`config.mk`:
```
export PLATFORM = sky130hd
export DESIGN_NAME = gpio_wr_arbiter
export DESIGN_NICKNAME = d
export VERILOG_FILES = /design/src/rtl/gpio_wr_arbiter.sv
export SDC_FILE = /design/constraint.sdc
export NUM_CORES = 1
export LEC_CHECK = 0
export BUFFER_PORTS_ARGS = -buffer_cell sky130_fd_sc_hd__clkbuf_2
export CAP_MARGIN = 0
export CORE_MARGIN = 4
export CORE_UTILIZATION = 30
export DETAILED_ROUTE_END_ITERATION = 6
export REMOVE_ABC_BUFFERS = 1
export SLEW_MARGIN = 20
export SYNTH_ARGS = -nofsm -noshare
export SYNTH_HDL_FRONTEND = slang
export SYNTH_SLANG_ARGS = --single-unit
```
`constraint.sdc`:
```
create_clock -name clk -period 3.6 [get_ports clk]
set_clock_uncertainty 0.05 [all_clocks]
set_input_delay 0.72 -clock clk [delete_from_list [all_inputs] [get_ports clk]]
set_output_delay 0.72 -clock clk [all_outputs]
set_load 0.01 [all_outputs]
```
`src/rtl/gpio_wr_arbiter.sv`:
```
// gpio_wr_arbiter
//   Round-robin arbiter that funnels NREQ write requesters onto a single GPIO
//   register write port. Each grant issues a one-cycle write strike, followed
//   by GAP idle cycles before the next request can be sampled.
//
//   state | meaning
//   IDLE  | waiting; req sampled every rising edge
//   WRITE | one-cycle write strike, ack to the granted requester
//   HOLD  | GAP enforced idle cycles after a write
//
// Ports
//   clk       : clock, all state updates on rising edge
//   rst       : asynchronous active-high reset
//   req       : per-requester level request, held until acked
//   req_data  : requester i's data at [i*DW +: DW]
//   ack       : one-hot pulse to the granted requester during WRITE
//   we        : GPIO register write strike
//   wdata     : GPIO register write data (captured at grant)
//   busy      : high whenever the FSM is not in IDLE
//   grant_id  : index of the most recent grant
module gpio_wr_arbiter #(
  parameter int NREQ = 4,
  parameter int DW   = 8,
  parameter int GAP  = 2
) (
  input  logic                      clk,
  input  logic                      rst,
  input  logic [NREQ-1:0]           req,
  input  logic [NREQ*DW-1:0]        req_data,
  output logic [NREQ-1:0]           ack,
  output logic                      we,
  output logic [DW-1:0]             wdata,
  output logic                      busy,
  output logic [$clog2(NREQ)-1:0]   grant_id
);

  localparam int GW = $clog2(NREQ);
  localparam logic [3:0] HOLD_LOAD = 4'((GAP > 0) ? GAP - 1 : 0);

  typedef enum logic [1:0] {IDLE, WRITE, HOLD} state_t;

  state_t          state_q;
  state_t          state_d;
  logic [GW-1:0]   last_grant;
  logic [DW-1:0]   data_q;
  logic [3:0]      cnt_q;
  logic [GW-1:0]   winner;
  logic [DW-1:0]   winner_data;
  logic            found;
  logic [GW:0]     cand;

  // Round-robin search starting one past the last grant, wrapping at NREQ.
  // cand carries one extra bit so last_grant + i never overflows before
  // the modulo subtraction.
  always_comb begin
    winner = last_grant;
    found  = 1'b0;
    cand   = '0;
    for (int i = 1; i <= NREQ; i++) begin
      cand = {1'b0, last_grant} + (GW+1)'(i);
      if (cand >= (GW+1)'(NREQ)) begin
        cand = cand - (GW+1)'(NREQ);
      end
      if (!found && req[cand[GW-1:0]]) begin
        found  = 1'b1;
        winner = cand[GW-1:0];
      end
    end
    winner_data = req_data[winner*DW +: DW];
  end

  always_comb begin
    state_d = state_q;
    case (state_q)
      IDLE:    if (|req) state_d = WRITE;
      WRITE:   state_d = (GAP > 0) ? HOLD : IDLE;
      HOLD:    if (cnt_q == 4'd0) state_d = IDLE;
      default: state_d = IDLE;
    endcase
  end

  always_ff @(posedge clk or posedge rst) begin
    if (rst) begin
      state_q    <= IDLE;
      last_grant <= GW'(NREQ - 1);
      data_q     <= '0;
      cnt_q      <= 4'd0;
    end else begin
      state_q <= state_d;
      if (state_q == IDLE && found) begin
        last_grant <= winner;
        data_q     <= winner_data;
      end
      // Loaded on HOLD entry; reaches 0 in the last of the GAP HOLD cycles.
      if (state_q == WRITE) begin
        cnt_q <= HOLD_LOAD;
      end else if (state_q == HOLD && cnt_q != 4'd0) begin
        cnt_q <= cnt_q - 4'd1;
      end
    end
  end

  // Outputs depend only on registered state, never on req.
  always_comb begin
    ack = '0;
    if (state_q == WRITE) begin
      ack[last_grant] = 1'b1;
    end
  end

  assign we       = (state_q == WRITE);
  assign wdata    = data_q;
  assign busy     = (state_q != IDLE);
  assign grant_id = last_grant;

endmodule

```
==> run summary, run 1 <==
Summing all flip-flop and latch instances after layout gives 403 um2. The final hold violation count is 0, and the count of yosys warnings during synthesis is 0. At the end of the flow, the number of nets in the layout was 227. For the pin with the worst max-slew slack, the measured transition is 0.799 ns. In this run the mean area of a mapped cell was 10.6 um2.

The relative max-transition margin is 0.466, and the number of global-route vias before repair is 1171. Clock tree synthesis selected as its root buffer the cell sky130_fd_sc_hd__clkbuf_8. Setup repair after global routing left no endpoint under its margin. The number of filler cells placed in the layout was 415. Gate count after technology mapping: 128. The flow ran to the end, and the final reports show no timing, DRC or antenna violations. The vias after detailed routing is 1166, and the average vias per placed instance is 4.98. The endpoint of the lowest-slack register-to-register path was wdata[5].

The width of the die works out to 75.2 um. Leaving out filler cells and counting taps, the final layout contains 234. The final layout contains routed wiring with a total length of 3230 um. The tools report the HPWL after detailed placement as 2600 um. Across the VDD grid, the largest voltage drop is 0.425 mV. The repair_antennas step left the layout with diodes totalling 0. Compared with the post-synthesis result, the final layout area differs by 26.6%. The average routed wire per standard cell is 13.8 um, and the final cell utilization of the core is 0.394. The worst setup path is captured at a register. The post-detailed-placement cell area came out at 1660 um2. The longest clock path from root to sink contains 2 buffers.

For the violation count after the first detailed-routing iteration, the log shows 61. The slowest stage of the critical path belongs to the cell sky130_fd_sc_hd__dfstp_2. The type of the worst min-delay path is in -> async. The final max-slew violation count was 0. The critical path is of the reg -> reg type. The total of cells resized after clock tree synthesis was 0; the cell leakage power was 0.868 nW.

The CTS clock-pin slew for the worst setup and hold paths is 0.06 ns, and the level count of the clock H-tree is 1. The run gives 0 as the number of violations of the max-capacitance limit. The part of the Yosys area used for sequential elements was 0.297; the longest individual stage delay on the worst path was 0.78 ns. The sink count of the clock tree was 16; the number of design rule violations left after detail routing was 0. The number of synthesized flops with an enable pin came out at 0. In the post-synthesis netlist, the cell with the most instances is sky130_fd_sc_hd__mux2i_1. The synthesized netlist contains 41 unique library cells.

Hold repair after CTS inserted 0 buffers. In the post-synthesis netlist, the biggest area contributors are sky130_fd_sc_hd__dfrtp_1 26%, sky130_fd_sc_hd__mux2i_1 22%, sky130_fd_sc_hd__ha_1 5.5%. The setup check on the worst reg-to-reg path leaves a slack of 0.54 ns.

Number of input and output port buffers inserted: 53. The number of clock buffers added by TritonCTS is 3. Global routing finished with a remaining overflow of 0.

The highest clock rate was 327 MHz. Dividing total power by cell area gives a power density of 999 nW/um2. The worst register-to-register path has a depth of 8. The run gives 0.864 as the final weighted congestion of routability-driven global placement. The run gives 5660 um2 as the area enclosed by the die boundary. The kind of start point of the critical path was a register. For this run, the detailed router's first-pass iteration total came to 4. Core box area: 4350 um2.

Clock latency reported for the late side of the worst-skew pair: 0.25 ns. At the worst endpoint, the arrival time is 3.15 ns. The reg-to-reg critical path startpoint is grant_id[0]. The tools report the global-route usage over all layers as 0.125.

In the synthesized netlist, the cells that appear most often are 30 x sky130_fd_sc_hd__mux2i_1, 14 x sky130_fd_sc_hd__dfrtp_1, 9 x sky130_fd_sc_hd__a21oi_1. Pin placement for this block handled 54 I/O pins. The post-route fraction of the period consumed by the critical path works out to 0.850.

Total power for the finished layout comes to 0.00171 W. Counting I/O delays and the setup requirement, the final critical path takes 3.06 ns. The fraction of layout cells with a size suffix above 1 is 0.401. The logs give 5450 um for the first-pass GRT wire length and 880 um2 for the multi-input gate area in the final layout. The synthesized design spends more area on one cell type than any other, namely sky130_fd_sc_hd__dfrtp_1. The fraction of synthesis flops using an asynchronous set or reset pin came out at 1.00. The pin count of the biggest net entering global routing was 17. The signal on the critical path passes through inv_2, ha_1, mux4_2, nand2b_4, nor2b_4, xnor2_4, mux2_4, o221a_4. The floorplan has 24 rows.

The tools report the buffers inserted during post-CTS setup optimization as 0. The area of the mapped netlist is 1360 um2, and the flip-flop and latch count after synthesis is 16. Measured along the y axis, the die boundary spans 75.2 um. The most used flip-flop cell after synthesis is sky130_fd_sc_hd__dfrtp_1.

Along the worst path, the maximum fanout reaches 16. TritonCTS built the clock tree. In this run, placement finished with an instance count of 230. For the final setup violation count, the log shows 0. The number of antenna violations at the first check in global routing was 0; the remaining number of nets flagged by the antenna check after routing was 0. The finished cells cover 1720 um2. The required time of the worst setup path was 3.69 ns. Setup total negative slack on the finished layout was measured at 0 ns.

Initial core utilization: 0.311. The area share of the largest cell type after synthesis works out to 0.258.
area by class of cell:
class	instances	share of cell area
Clock buffer	4	0.0321
Inverter	7	0.0153
Multi-Input combinational cell	99	0.512
Sequential cell	16	0.235
Tap cell	52	0.0379
Timing Repair Buffer	56	0.168
power breakdown:
part / internal, W / total, W / switching (W)
Combinational: 0.000590 / 0.00118 / 0.000590
Clock: 0.0000969 / 0.000157 / 0.0000598
Sequential: 0.000280 / 0.000378 / 0.0000978
Total: 0.000967 / 0.00171 / 0.000748
cell usage in the layout (no fill, tap or decap), types with 3 or more instances in the layout:
cell	synthesis	final
sky130_fd_sc_hd__mux2i_1	30	30
sky130_fd_sc_hd__inv_1	6	6
sky130_fd_sc_hd__nor2_1	7	7
sky130_fd_sc_hd__a21oi_1	9	9
sky130_fd_sc_hd__o22ai_1	7	7
sky130_fd_sc_hd__dfrtp_1	14	14
sky130_fd_sc_hd__buf_4	0	3
sky130_fd_sc_hd__clkbuf_8	0	4
sky130_fd_sc_hd__nand2_1	3	3
sky130_fd_sc_hd__ha_1	6	6
sky130_fd_sc_hd__and2_1	4	4
sky130_fd_sc_hd__nand2b_1	4	4
sky130_fd_sc_hd__mux4_2	3	3
sky130_fd_sc_hd__clkbuf_2	0	53
per-stage QoR:
step / worst slack [ns] / hold slack (ns)
2_1_floorplan: 0.234 / 0.412
3_3_place_gp: 0.615 / 0.450
3_5_place_dp: 0.536 / 0.450
4_1_cts: 0.514 / 0.460
5_1_grt: 0.324 / 0.477
6_report: 0.540 / 0.458
worst max path at each step:
stage | from | end | cells past startpoint
4_1_cts | grant_id[0] | wdata[5] | 8
3_5_place_dp | grant_id[0] | wdata[5] | 8
2_1_floorplan | grant_id[0] | wdata[5] | 8
5_1_grt | grant_id[0] | wdata[5] | 8
3_3_place_gp | grant_id[0] | wdata[5] | 8
6_report | grant_id[0] | wdata[5] | 8
cell families (layout without fill, tap and decap cells):
logic type | count (synthesis) | in the layout | share of synthesized area
multiplexers | 36 | 36 | 0.299
AO/OA/AOI/OAI | 25 | 25 | 0.125
XOR/XNOR | 4 | 4 | 0.0397
adder cells (fa/ha/maj) | 6 | 6 | 0.0553
flip-flops | 16 | 16 | 0.297
buffers and inverters | 13 | 67 | 0.0544
AND/OR/NAND/NOR | 28 | 28 | 0.130
per-layer routing:
metal	wire length, um	share of wire	up-vias	global-route usage
met1	1570	0.48	527	0.184
met5	0	0	-	0
met4	17	0.0053	0	0.0408
met3	297	0.092	2	0.0267
li1	-	-	580	-
met2	1350	0.42	57	0.181
critical path: cells and delay by family, from the launching register on:
family | cells | cell delay (ns)
AOI/OAI and AO/OA | 1 | 0.21
xor gates and xnor gates | 1 | 0.21
adders and majority gates | 1 | 0.40
buffers and inverters | 1 | 0.11
DFF | 1 | 0.78
muxes | 2 | 0.91
and+or+nand+nor | 2 | 0.28
registers in the layout (all words and copies together) (netlist names):
signal / flops
wdata: 8
state_q: 2
grant_id: 2
cnt_q: 4
Power figures use the tool's default switching activity.
==> run 2: changes to the inputs <==
- ABC_AREA: not set -> 1
- clock period: 3.6 -> 2.45 ns (I/O delays scaled with it)
==> run 2 against run 1 <==
Against the previous run:
- synthesized area grew 2.0%
- clock power increased by 45%
- via count grew 22%
- critical path depth up 3
- wire length is 5.9% higher
- non-clock buffer count unchanged
- first-iteration DRC count is 9.8% higher
- register-to-register slack lost 0.36 ns
- combinational power grew 92%
- largest power group unchanged
==> run summary, run 2 <==
The flow ran to the end, and the final reports show no timing, DRC or antenna violations. For the number of rows in the core area, the log shows 24 (unchanged). The clock period minus worst slack is 2.27 ns (was 3.06 ns), and the part of the Yosys area used for sequential elements is 0.291 (was 0.297). The first-pass GRT wire length was 6000 um (was 5450 um); the top fanout value on the critical path was 19 (was 16). Element type at the critical path end: a register (unchanged). The global-route usage over all layers is 0.122 (was 0.125), and the part of the total power dissipated in sequential elements is 0.168 (was 0.221). TritonCTS built the clock tree. The core box area was 4410 um2 (was 4350 um2); the area share of the largest cell type after synthesis was 0.253 (was 0.258). The tools report the remaining number of nets flagged by the antenna check after routing as 0 (unchanged). Setup repair after global routing could not meet its margin everywhere. The tools report the worst slack on hold paths as 0.228 ns (was 0.458 ns). The number of global-route vias before repair came out at 1376 (was 1171). Area enclosed by the die boundary: 5760 um2 (was 5660 um2). The pin count of the biggest net entering global routing came out at 20 (was 17).

Relative max-transition margin: 0.617 (was 0.466). The logs give 490 (was 415) for the number of filler cells placed in the layout and 0 (unchanged) for the final max-slew violation count. Gate count after technology mapping: 213 (was 128). The count of yosys warnings during synthesis came out at 0 (unchanged). The logs give 54 (unchanged) for the number of I/O pins and 2.53 ns (was 3.69 ns) for the required time of the worst setup path. The CTS clock-pin slew for the worst setup and hold paths works out to 0.06 ns (about the same). The cell depth of the worst flop-to-flop path works out to 11 (was 8). The violation count after the first detailed-routing iteration is 67 (was 61).

The final setup violation count is 0 (unchanged), and the total iterations of the first detailed-routing run is 4 (unchanged). The number of antenna violations at the first check in global routing came out at 0 (unchanged). The number of standard cells in the final layout excluding fillers came out at 320 (was 234). Main area contributors after synthesis: sky130_fd_sc_hd__dfrtp_1 25%, sky130_fd_sc_hd__nand2_1 16%, sky130_fd_sc_hd__nand3_1 13% (was sky130_fd_sc_hd__dfrtp_1 26%, sky130_fd_sc_hd__mux2i_1 22%, sky130_fd_sc_hd__ha_1 5.5%).

The relative contribution of combinational cells to total power came out at 0.756 (was 0.688). Buffer type at the clock tree root: sky130_fd_sc_hd__clkbuf_8 (unchanged). The tools report the maximum resistive drop on vdd as 0.485 mV (was 0.425 mV).

For the cell leakage power, the log shows 1.09 nW (was 0.868 nW). The type of the worst min-delay path was in -> async (unchanged). Register-to-register setup slack: 0.18 ns (was 0.54 ns). The tools report the endpoint of the lowest-slack register-to-register path as wdata[7] (was wdata[5]). Arrival time at the worst endpoint: 2.34 ns (was 3.15 ns). The growth of design area from synthesis to finish is 28.8% (was 26.6%). The number of synthesized flops with an enable pin was 0 (unchanged).

The logs give 0 ns (unchanged) for the total negative slack and 0.313 (was 0.311) for the initial core utilization. The highest clock rate came out at 441 MHz (was 327 MHz). The flip-flop count of the largest register after layout was 8 (unchanged); the HPWL after detailed placement was 2810 um (was 2600 um).

The mean area per synthesized cell is 6.50 um2 (was 10.6 um2), and the fraction of layout cells with a size suffix above 1 is 0.299 (was 0.401). The largest area contributor in the netlist was sky130_fd_sc_hd__dfrtp_1 (unchanged). The average vias per placed instance was 4.45 (was 4.98). The final worst setup slack came out at 0.181 ns (was 0.540 ns). Kind of start point of the critical path: a register (unchanged). The tools report the critical path endpoint as wdata[7] (was wdata[5]).

For the count of different cell masters after synthesis, the log shows 28 (was 41). The most common library cell in the layout ignoring fill and taps was sky130_fd_sc_hd__nand2_1 (was sky130_fd_sc_hd__clkbuf_2). The sum of routed wire length over all layers is 3420 um (was 3230 um). The tools report the proportion of power drawn by the clock network as 0.076 (was 0.091).

The fraction of synthesis flops using an asynchronous set or reset pin was 1.00 (unchanged). Type of the worst setup path: reg -> reg (unchanged). The area used by sequential logic in the layout is 403 um2 (unchanged).

Leading cell types in the layout, fill and taps excluded: 56 x sky130_fd_sc_hd__nand2_1, 53 x sky130_fd_sc_hd__clkbuf_2, 49 x sky130_fd_sc_hd__inv_1 (was 53 x sky130_fd_sc_hd__clkbuf_2, 30 x sky130_fd_sc_hd__mux2i_1, 14 x sky130_fd_sc_hd__dfrtp_1). The area of the mapped netlist is 1380 um2 (was 1360 um2), and the overall die height is 75.9 um (was 75.2 um). The beginning of the critical path is grant_id[1] (was grant_id[0]). Sink count of the clock tree: 16 (unchanged). Final net count: 313 (was 227).

The number of violations of the max-capacitance limit is 0 (unchanged). The number of placed instances, taps included is 316 (was 230), and the number of diodes is 0 (unchanged). The power density normalized to cell area came out at 1670 nW/um2 (was 999 nW/um2). The pre-CTS setup slack is 0.0843 ns (was 0.536 ns), and the power spent charging and discharging nets is 0.00164 W (was 0.000748 W). The post-route fraction of the period consumed by the critical path works out to 0.926 (was 0.850). The flip-flop and latch count after synthesis is 16 (unchanged). The predominant post-synthesis flop cell is sky130_fd_sc_hd__dfrtp_1 (unchanged).

Top post-synthesis cells by count: 59 x sky130_fd_sc_hd__nand2_1, 49 x sky130_fd_sc_hd__inv_1, 37 x sky130_fd_sc_hd__nand3_1 (was 30 x sky130_fd_sc_hd__mux2i_1, 14 x sky130_fd_sc_hd__dfrtp_1, 9 x sky130_fd_sc_hd__a21oi_1). The leading cell type by number of instances after synthesis is sky130_fd_sc_hd__nand2_1 (was sky130_fd_sc_hd__mux2i_1). The measured slew at the worst slew-check pin is 0.574 ns (was 0.799 ns). The width of the die is 75.9 um (was 75.2 um), and the number of clock buffers inserted by TritonCTS is 3 (unchanged).

The switching share of power is 0.551 (was 0.436), and the final hold violation count is 0 (unchanged). For the total global routing overflow, the log shows 0 (unchanged). The number of input and output port buffers inserted was 53 (unchanged); the multi-input gate area in the final layout was 776 um2 (was 880 um2). The vias after detailed routing came out at 1425 (was 1166).

The level count of the clock H-tree was 1 (unchanged). The run gives 0.845 (was 0.864) as the final weighted congestion of routability-driven global placement. The average routed wire per standard cell was 10.7 um (was 13.8 um); the number of buffers between clock root and the deepest sink was 2 (unchanged). The number of design rule violations left after detail routing is 0 (unchanged), and the internal power is 0.00134 W (was 0.000967 W). For the clock latency reported for the late side of the worst-skew pair, the log shows 0.24 ns (was 0.25 ns). Reg-to-reg critical path startpoint: grant_id[1] (was grant_id[0]).
run 2: cell count changes in the layout (fill, tap and decap cells not counted), sizes merged, moves of 6 or more:
| cell | change |
|---|---|
| a21oi | -6 |
| inv | +44 |
| nand3 | +40 |
| mux2i | -30 |
| nand2 | +63 |
run 2: repair_timing:
item,CTS,global route
buffers inserted,0,0
hold buffers,0,0
endpoints found under the setup margin,0,8
resized for setup,0,7
run 2: kinds of logic after synthesis:
logic type                 share of synthesized area
adders and majority gates                     0.0542
AOI/OAI and AO/OA                             0.0362
DFF                                            0.291
buffers and inverters                          0.170
xor gates and xnor gates                     0.00633
and+or+nand+nor                                0.442
run 2: worst min path at each step:
stage	startpoint	end
after global routing	rst	wdata[4]
after floorplan	rst	cnt_q[0]
after global placement	cnt_q[3]	cnt_q[3]
after CTS	rst	wdata[4]
after detailed placement	cnt_q[3]	cnt_q[3]
final	rst	wdata[4]
run 2: power by group through the flow:
stage / clock network, W / registers [W] / logic (W)
6_report: 0.000228 / 0.000500 / 0.00226
5_1_grt: 0.000249 / 0.000520 / 0.00259
4_1_cts: 0.000234 / 0.000503 / 0.00215
3_5_place_dp: 0 / 0.000504 / 0.00214
3_3_place_gp: 0 / 0.000508 / 0.00210
2_1_floorplan: 0 / 0.000551 / 0.00154
run 2: per-stage QoR:
step                       util  area, um2  total power (W)
after floorplan               -       1350          0.00209
after global placement    0.385       1700          0.00261
after detailed placement  0.385       1700          0.00264
after CTS                 0.397       1750          0.00288
after global routing      0.404       1780          0.00336
final                     0.404       1780          0.00298
run 2: layout make-up:
| class | count | share of cell area |
|---|---|---|
| inverters | 51 | 0.110 |
| flip-flops and latches | 16 | 0.226 |
| clock buffers | 4 | 0.0309 |
| repair buffers | 56 | 0.161 |
| well taps | 52 | 0.0365 |
| multi-input cells | 141 | 0.435 |
run 2: layer usage:
metal	track usage	wire [um]
met1	0.165	1710
met2	0.191	1420
met3	0.0355	266
met4	0.0302	27
met5	0	0
run 2: worst max-delay path: stages (launching register included):
cell,delay (ns)
sky130_fd_sc_hd__dfstp_2,0.56
sky130_fd_sc_hd__inv_1,0.10
sky130_fd_sc_hd__ha_1,0.34
sky130_fd_sc_hd__inv_1,0.13
sky130_fd_sc_hd__nand3_1,0.10
sky130_fd_sc_hd__nand2_2,0.14
sky130_fd_sc_hd__nand3_4,0.12
sky130_fd_sc_hd__nand2_8,0.14
sky130_fd_sc_hd__nand2_8,0.11
sky130_fd_sc_hd__or2_0,0.21
sky130_fd_sc_hd__nand3_1,0.07
sky130_fd_sc_hd__nand3_1,0.07
==> run 3: changes to the inputs <==
- PLACE_DENSITY: not set -> 0.68
==> run 3 against run 2 <==
Against the previous run:
- clock power about the same
- combinational power about the same
- sequential share of layout area about the same
- utilization down 0.057 points
- cell count unchanged
- global-route usage down 0.46 points
- largest cell class unchanged
- critical path depth up 3
- via count up 0.98%
==> run summary, run 3 (synthesis results as in run 2) <==
The flow ran to the end, and the final reports show no timing, DRC or antenna violations. Leading cell types in the layout, fill and taps excluded: 57 x sky130_fd_sc_hd__nand2_1, 53 x sky130_fd_sc_hd__clkbuf_2, 48 x sky130_fd_sc_hd__inv_1 (was 56 x sky130_fd_sc_hd__nand2_1, 53 x sky130_fd_sc_hd__clkbuf_2, 49 x sky130_fd_sc_hd__inv_1). The reg-to-reg critical path startpoint is grant_id[1] (unchanged).

Setup repair after global routing left no endpoint under its margin. The post-detailed-placement cell area was 1700 um2 (unchanged); the average vias per placed instance was 4.50 (was 4.45). The relative max-transition margin came out at 0.593 (was 0.617). Post-route fraction of the period consumed by the critical path: 0.923 (was 0.926). Most common library cell in the layout ignoring fill and taps: sky130_fd_sc_hd__nand2_1 (unchanged). The number of input and output port buffers inserted was 53 (unchanged); the switching share of power was 0.549 (was 0.551).

The power density normalized to cell area was 1670 nW/um2 (about the same); the remaining number of nets flagged by the antenna check after routing was 0 (unchanged). The tools report the HPWL after detailed placement as 2840 um (was 2810 um). The area used by sequential logic in the layout is 403 um2 (unchanged).

The average routed wire per standard cell was 10.9 um (was 10.7 um); the cell leakage power was 1.09 nW (about the same). The number of I/O pins is 54 (unchanged), and the first-pass GRT wire length is 5950 um (was 6000 um). Number of filler cells placed in the layout: 467 (was 490).

The element type at the critical path end was a register (unchanged). The vias after detailed routing was 1439 (was 1425). The register-to-register setup slack was 0.19 ns (was 0.18 ns). The total negative slack was 0 ns (unchanged); the flip-flop count of the largest register after layout was 8 (unchanged).

Type of the worst setup path: reg -> reg (unchanged). The highest clock rate is 442 MHz (was 441 MHz). The type of the worst min-delay path is in -> async (unchanged). The overall die height came out at 75.9 um (unchanged). The area enclosed by the die boundary came out at 5760 um2 (unchanged). TritonCTS built the clock tree. The fraction of layout cells with a size suffix above 1 was 0.299 (unchanged); the width of the die was 75.9 um (unchanged). The violation count after the first detailed-routing iteration came out at 65 (was 67). Core box area: 4410 um2 (unchanged). The pin count of the biggest net entering global routing is 20 (unchanged), and the clock latency reported for the late side of the worst-skew pair is 0.25 ns (was 0.24 ns). The initial core utilization is 0.313 (unchanged), and the cell depth of the worst flop-to-flop path is 14 (was 11). The tools report the endpoint of the lowest-slack register-to-register path as wdata[1] (was wdata[7]). The final setup violation count came out at 0 (unchanged). The final hold violation count was 0 (unchanged).

For the number of rows in the core area, the log shows 24 (unchanged). The number of antenna violations at the first check in global routing was 0 (unchanged). The maximum resistive drop on vdd is 0.668 mV (was 0.485 mV). The clock period minus worst slack was 2.26 ns (was 2.27 ns); the required time of the worst setup path was 2.54 ns (was 2.53 ns). Proportion of power drawn by the clock network: 0.077 (was 0.076).

For the arrival time at the worst endpoint, the log shows 2.35 ns (was 2.34 ns). The tools report the buffer type at the clock tree root as sky130_fd_sc_hd__clkbuf_8 (unchanged). The number of global-route vias before repair was 1344 (was 1376); the power spent charging and discharging nets was 0.00163 W (was 0.00164 W). The run gives 4 (unchanged) as the total iterations of the first detailed-routing run. The top fanout value on the critical path works out to 7 (was 19).

The number of violations of the max-capacitance limit is 0 (unchanged), and the number of clock buffers inserted by TritonCTS is 3 (unchanged). The global-route usage over all layers came out at 0.118 (was 0.122). The kind of start point of the critical path is a register (unchanged). The run gives 0 (unchanged) as the final max-slew violation count. For the sum of routed wire length over all layers, the log shows 3480 um (was 3420 um).

The number of buffers between clock root and the deepest sink was 2 (unchanged). The logs give 0.169 (was 0.168) for the part of the total power dissipated in sequential elements and 0 (unchanged) for the total global routing overflow. The multi-input gate area in the final layout was 773 um2 (was 776 um2). The run gives 0.874 (was 0.845) as the final weighted congestion of routability-driven global placement. The final net count was 313 (unchanged). The internal power is 0.00134 W (about the same), and the post-route standard cell area excluding fillers is 1780 um2 (about the same). The CTS clock-pin slew for the worst setup and hold paths was 0.06 ns (about the same).

The tools report the sink count of the clock tree as 16 (unchanged). The relative contribution of combinational cells to total power is 0.755 (was 0.756), and the level count of the clock H-tree is 1 (unchanged). The growth of design area from synthesis to finish is 28.7% (was 28.8%), and the number of diodes is 0 (unchanged). The measured slew at the worst slew-check pin was 0.609 ns (was 0.574 ns).

The number of design rule violations left after detail routing is 0 (unchanged).
[run 3: cell counts in the layout (fill, tap and decap cells not counted)]
No cell type changed its count.
[run 3: worst max path at each step]
stage | startpoint | to | slack (ns) | cells after the start
2_1_floorplan | grant_id[0] | wdata[6] | 0.19 | 11
3_3_place_gp | grant_id[1] | wdata[7] | 0.20 | 11
3_5_place_dp | grant_id[1] | wdata[7] | 0.11 | 11
4_1_cts | grant_id[1] | wdata[7] | 0.09 | 11
5_1_grt | grant_id[1] | wdata[6] | 0.03 | 12
6_report | grant_id[1] | wdata[1] | 0.19 | 14
[run 3: metrics by stage]
stage / instances / setup WS [ns] / util / hold slack (ns) / power (W)
2_1_floorplan: 208 / 0.186 / - / 0.352 / 0.00209
4_1_cts: 320 / 0.0896 / 0.397 / 0.262 / 0.00288
5_1_grt: 320 / 0.0313 / 0.403 / 0.309 / 0.00330
6_report: 320 / 0.189 / 0.403 / 0.239 / 0.00297
3_3_place_gp: 316 / 0.203 / 0.385 / 0.407 / 0.00258
3_5_place_dp: 316 / 0.114 / 0.385 / 0.412 / 0.00263
[run 3: critical path, stage by stage (launching register included)]
cell	delay (ns)
sky130_fd_sc_hd__dfstp_2	0.57
sky130_fd_sc_hd__inv_1	0.10
sky130_fd_sc_hd__ha_1	0.36
sky130_fd_sc_hd__inv_2	0.10
sky130_fd_sc_hd__nand3_2	0.10
sky130_fd_sc_hd__nand2_2	0.10
sky130_fd_sc_hd__inv_4	0.06
sky130_fd_sc_hd__nand2_1	0.08
sky130_fd_sc_hd__nand2_1	0.06
sky130_fd_sc_hd__nand2_1	0.06
sky130_fd_sc_hd__nand2_1	0.18
sky130_fd_sc_hd__nand3_1	0.16
sky130_fd_sc_hd__nand2_1	0.08
sky130_fd_sc_hd__nand2_1	0.06
sky130_fd_sc_hd__nand2_1	0.05
[run 3: what timing repair did]
item / CTS / global route
endpoints found under the setup margin: 0 / 8
setup buffers: 0 / 0
hold buffers: 0 / 0
resized for setup: 0 / 7
[run 3: cell type report]
| class | count | area share |
|---|---|---|
| Timing Repair Buffer | 56 | 0.162 |
| Clock buffer | 4 | 0.0309 |
| Sequential cell | 16 | 0.226 |
| Multi-Input combinational cell | 141 | 0.434 |
| Tap cell | 52 | 0.0365 |
| Inverter | 51 | 0.110 |
[run 3: layer usage]
layer | track usage | vias up | wire length [um]
met5 | 0 | - | 0
met1 | 0.180 | 610 | 1720
met2 | 0.169 | 65 | 1420
met4 | 0.0107 | 0 | 18
met3 | 0.0332 | 2 | 328
li1 | - | 762 | -
[run 3: power groups by stage]
stage	registers (W)	logic (W)	clock network, W
CTS	0.000501	0.00214	0.000237
finish	0.000500	0.00224	0.000228
global placement	0.000500	0.00208	0
detailed placement	0.000504	0.00213	0
floorplan	0.000551	0.00154	0
global route	0.000519	0.00254	0.000249
